## src/rtl/memory_responder_if.sv

```systemverilog
// Initiator/responder bus for memory_responder; address width is `ARCH_SIZE (default 16).
// Write request signals exist only when MEM_WRITE_EN is defined.
`ifndef ARCH_SIZE
`define ARCH_SIZE 16
`endif

interface memory_responder_if;
    logic [`ARCH_SIZE-1:0] address;
    logic                  read;
    logic [7:0]            read_value;
    logic                  ready;
`ifdef MEM_WRITE_EN
    logic                  write;
    logic [7:0]            write_value;

    modport master (output address, read, write, write_value, input read_value, ready);
    modport slave  (input address, read, write, write_value, output read_value, ready);
`else
    modport master (output address, read, input read_value, ready);
    modport slave  (input address, read, output read_value, ready);
`endif
endinterface

```

## src/rtl/memory_responder.sv

```systemverilog
// Four-phase handshake memory responder with fixed LATENCY from capture to ready.
// Optional write path compiled in with macro MEM_WRITE_EN.
`ifndef ARCH_SIZE
`define ARCH_SIZE 16
`endif

module memory_responder #(
    parameter int unsigned DEPTH   = 256,
    parameter int unsigned LATENCY = 2
) (
    input logic          clock,
    input logic          reset,
    memory_responder_if.slave bus
);
    localparam int unsigned AW = (DEPTH > 1) ? $clog2(DEPTH) : 1;

    typedef enum logic [1:0] {IDLE, BUSY, DONE} state_t;

    state_t        state;
    logic [3:0]    counter;
    logic [AW-1:0] cap_addr;
    logic          ready_q;
    logic [7:0]    rv_q;
    logic          request;
    logic [7:0]    mem [DEPTH] = '{default: '0};
`ifdef MEM_WRITE_EN
    logic          cap_write;
    logic [7:0]    cap_data;
`endif

    // Upper address bits are deliberately ignored (wrap modulo DEPTH).
    logic unused_addr;
    assign unused_addr = ^bus.address;

    // The request level that keeps the captured transaction alive.
    always_comb begin
        request = bus.read;
`ifdef MEM_WRITE_EN
        if (cap_write) request = bus.write;
`endif
    end

    always_ff @(posedge clock) begin
        if (reset) begin
            state   <= IDLE;
            ready_q <= 1'b0;
            rv_q    <= '0;
            counter <= '0;
        end else begin
            case (state)
                IDLE: begin
                    if (bus.read) begin
                        cap_addr  <= bus.address[AW-1:0];
                        counter   <= 4'(LATENCY - 1);
`ifdef MEM_WRITE_EN
                        cap_write <= 1'b0;
`endif
                        state     <= BUSY;
                    end
`ifdef MEM_WRITE_EN
                    else if (bus.write) begin
                        cap_addr  <= bus.address[AW-1:0];
                        cap_data  <= bus.write_value;
                        counter   <= 4'(LATENCY - 1);
                        cap_write <= 1'b1;
                        state     <= BUSY;
                    end
`endif
                end
                BUSY: begin
                    if (!request) begin
                        counter <= '0;
                        state   <= IDLE;
                    end else if (counter == 4'd0) begin
`ifdef MEM_WRITE_EN
                        if (cap_write) mem[cap_addr] <= cap_data;
                        else           rv_q <= mem[cap_addr];
`else
                        rv_q <= mem[cap_addr];
`endif
                        ready_q <= 1'b1;
                        state   <= DONE;
                    end else begin
                        counter <= counter - 4'd1;
                    end
                end
                DONE: begin
                    if (!request) begin
                        ready_q <= 1'b0;
                        state   <= IDLE;
                    end
                end
                default: state <= IDLE;
            endcase
        end
    end

    assign bus.ready      = ready_q;
    assign bus.read_value = rv_q;
endmodule
```

## src/flat_wrapper.sv

```systemverilog
// flat-port wrapper written by rule: the top's interface ports become plain ports
module memory_responder_flat 
#(
    parameter int unsigned DEPTH   = 256,
    parameter int unsigned LATENCY = 2
)
  (clock, reset, bus_address, bus_read, bus_read_value, bus_ready);
  memory_responder_if bus_i ();
  input logic clock;
  input logic reset;
  input wire logic [$bits(bus_i.address)-1:0] bus_address;
  input wire logic [$bits(bus_i.read)-1:0] bus_read;
  output wire logic [$bits(bus_i.read_value)-1:0] bus_read_value;
  output wire logic [$bits(bus_i.ready)-1:0] bus_ready;
  assign bus_i.address = bus_address;
  assign bus_i.read = bus_read;
  assign bus_read_value = bus_i.read_value;
  assign bus_ready = bus_i.ready;
  memory_responder #(.DEPTH(DEPTH), .LATENCY(LATENCY)) u_core (.clock(clock), .reset(reset), .bus(bus_i));
endmodule
```

## config.mk

```make
export PLATFORM = sky130hd
export DESIGN_NAME = memory_responder_flat
export DESIGN_NICKNAME = d
export VERILOG_FILES = /design/src/rtl/memory_responder_if.sv /design/src/rtl/memory_responder.sv /design/src/flat_wrapper.sv
export SDC_FILE = /design/constraint.sdc
export NUM_CORES = 1
export LEC_CHECK = 0
export CAP_MARGIN = 20
export CORE_MARGIN = 3
export CORE_UTILIZATION = 29
export DETAILED_ROUTE_END_ITERATION = 8
export PLACE_DENSITY = 0.71
export SYNTH_ARGS = -nofsm -noshare
export SYNTH_HDL_FRONTEND = slang
export SYNTH_SLANG_ARGS = --single-unit
```

## constraint.sdc

```tcl
create_clock -name clock -period 2.5 [get_ports clock]
set_input_delay 0.625 -clock clock [delete_from_list [all_inputs] [get_ports clock]]
set_output_delay 0.625 -clock clock [all_outputs]
set_load 0.05 [all_outputs]
```

==> flow_metrics.py <==
metrics = {
    "worst_setup_path": {
        "crit_arrival_ns": 1.38,
        "critPathLaunchType": "register",
        "cpMaxStageDelayCell": "clkdlybuf4s50_1",
        "crit_buf_inv": 1,
        "cp-end-kind": "output pin",
        "required_ns": 1.88,
        "worstPathCellList": "clkdlybuf4s50_1",
        "cp_max_fo": 2,
        "setup.worst_path.class": "reg -> out",
        "path_delay_family": "buffers and inverters",
        "max_stage_delay_ns": 0.80,
    },
    "floorplan": {
        "die_w_microns": 47.4,
        "row_count": 14,
        "coreArea_sq_um": 1560,
        "die_h_microns": 47.4,
        "die-area_sq_um": 2250,
        "initial_utilization_pct": 31.9,
        "ios": 28,
    },
    "sta": {
        "slew_violations": 0,
        "max_freq_mhz": 499,
        "min_period_ns": 2.01,
        "finClkSkew_ns": 0.00857,
        "hold_violations": 0,
        "setup_viol": 0,
        "tns_ns": 0,
        "post-route-period-util_pct": 80.2,
        "rsz0062_at_grt": "no",
    },
    "clocking": {
        "cts_setup_buffers": 0,
        "ctsRootBufferMaster": "clkbuf_4",
        "cts.htree.levels": 1,
        "cts_tree": "done",
        "cts.reportedPaths.clkPinSlew_ns": 0.05,
        "clockBufferDepth": 2,
        "cts_resized": 0,
        "ctsHoldBuffers": 0,
        "clock_latency_ns": 0.26,
        "cts_made_buffers": 3,
        "cts.sinks": 7,
    },
    "detailed_routing": {
        "vias_per_cell": 4.96,
        "avgRoutedWirePerCell_microns": 10.6,
        "drt_iter0_drc": 6,
        "vias": 382,
        "post-route-drc-count": 0,
        "wl_microns": 820,
        "postRouteAntennaNets": 0,
        "drt_pass1_iterations": 4,
    },
    "placement": {
        "place_congestion": 0.840,
        "port-buffer-count": 3,
        "place_hpwl_microns": 581,
    },
    "synth": {
        "synthMuxAreaShare_pct": 4.28,
        "synth-xor-area-share_pct": 1.76,
        "synth_common_cells": "buf_4, dfxtp_1, nor2_1",
        "synth_top_family_by_area": "simple AND/OR/NAND/NOR gates",
        "synth.largest_area_cell": "dfxtp_1",
        "yosys.cell_count.top_type": "buf_4",
        "ys.flop_type": "dfxtp_1",
        "synth-compound-area-share_pct": 13.6,
        "synth-edff-count": 0,
        "yosysTopAreaCellShare_pct": 28.2,
        "syn_area_sq_um": 497,
        "postSynthAreaPerCell_sq_um": 8.56,
        "async_flop_share_pct": 0,
        "synthAdderAreaFrac_pct": 5.04,
        "synth_area_leaders": "dfxtp_1, buf_4, ha_1",
        "yosys.area_share.simple_pct": 27.2,
        "synth_seq_cells": 7,
        "postSynthCellCount": 58,
        "yosysSeqAreaShare_pct": 28.2,
        "synth.distinct_cells": 31,
        "ys.warnings.count": 0,
    },
    "grt": {
        "grt_pass1_vias": 315,
        "grt.busiest_layer": "met2",
        "grt-ovfl-total": 0,
        "grt_max_degree": 10,
        "met3_usage_pct": 3.45,
        "met2_usage_pct": 12.0,
        "met1_usage_pct": 11.3,
        "grt_first_pass_wirelength_microns": 1370,
        "antenna_found_initial": 0,
        "grtUsageTotal_pct": 9.16,
    },
    "layout": {
        "drive_gt1_share_pct": 13.1,
        "fillCellCount": 164,
        "area_growth_pct": 4.53,
        "diodes": 0,
        "final_nets": 83,
    },
    "power": {
        "cellLeakagePower_uw": 0.000195,
        "peakVddDrop_v": 0.000344,
        "power_density_nw_per_um2": 625,
        "power_uw": 325,
    },
    "outcome": {
        "status": "complete, no violations",
    },
    "hold_path": {
        "min_path_type": "reg -> reg",
    },
    "job": {
        "drv_cap": 0,
    },
}
worst paths after layout:
kind                startpoint                end  slack (ns)  cells past startpoint
max           u_core.bus.ready          bus_ready        0.49                      1
min           u_core.bus.ready   u_core.bus.ready        0.49                      2
max reg2reg  u_core.counter[0]  u_core.counter[2]        0.84                      5
min reg2reg   u_core.bus.ready   u_core.bus.ready        0.49                      2
layout make-up:
| type | count | area, sq um | area share [%] |
|---|---|---|---|
| inverters | 4 | 15.0 | 2.89 |
| well taps | 16 | 20.0 | 3.86 |
| flip-flops and latches | 7 | 140 | 27.0 |
| repair buffers | 3 | 30.0 | 5.78 |
| clock buffers | 4 | 26.3 | 5.06 |
| multi-input cells | 43 | 288 | 55.4 |
state kept, by name (all words and copies together) (netlist names):
register and count:
u_core.counter 4, u_core.state 2, u_core.bus.ready 1
cells by family after synthesis:
logic type / Yosys count
buffers and inverters: 15
flip-flops: 7
AND/OR/NAND/NOR: 20
XOR/XNOR: 1
other: 1
multiplexers: 2
AO/OA/AOI/OAI: 10
adder cells (fa/ha/maj): 2
power breakdown:
part           switching [uW]  internal [uW]  total (uW)
registers                11.0            120         131
logic                    55.6           32.1        87.7
clock network            44.8           61.1         106
through the flow:
stage	instance area (sq um)	hold WS [ns]	setup slack, ns	util, %	instances
6_report	519	0.486	0.495	33.3	77
3_5_place_dp	493	0.470	0.327	31.6	73
2_1_floorplan	523	0.482	0.848	-	65
3_3_place_gp	493	0.456	0.355	31.6	73
4_1_cts	519	0.481	0.483	33.3	77
5_1_grt	519	0.501	0.452	33.3	77
cell usage in the layout (no fill, tap or decap), drive strengths merged, types with 2 or more instances in the layout:
cell,Yosys,layout
a211oi,2,2
a31oi,2,2
clkbuf,0,4
clkdlybuf4s50,0,3
conb,1,8
dfxtp,7,7
ha,2,2
inv,4,4
nand2,2,2
nor2,5,5
nor2b,2,2
nor3b,2,2
o21ai,3,3
layer usage:
metal	part of all wire (%)	up-vias	routed length (microns)
met5	0	-	0
met4	5.1	0	42
met3	5.5	4	45
met2	41	14	335
met1	48	169	396
li1	-	195	-
Note: power is estimated with default switching activity, not from simulation.
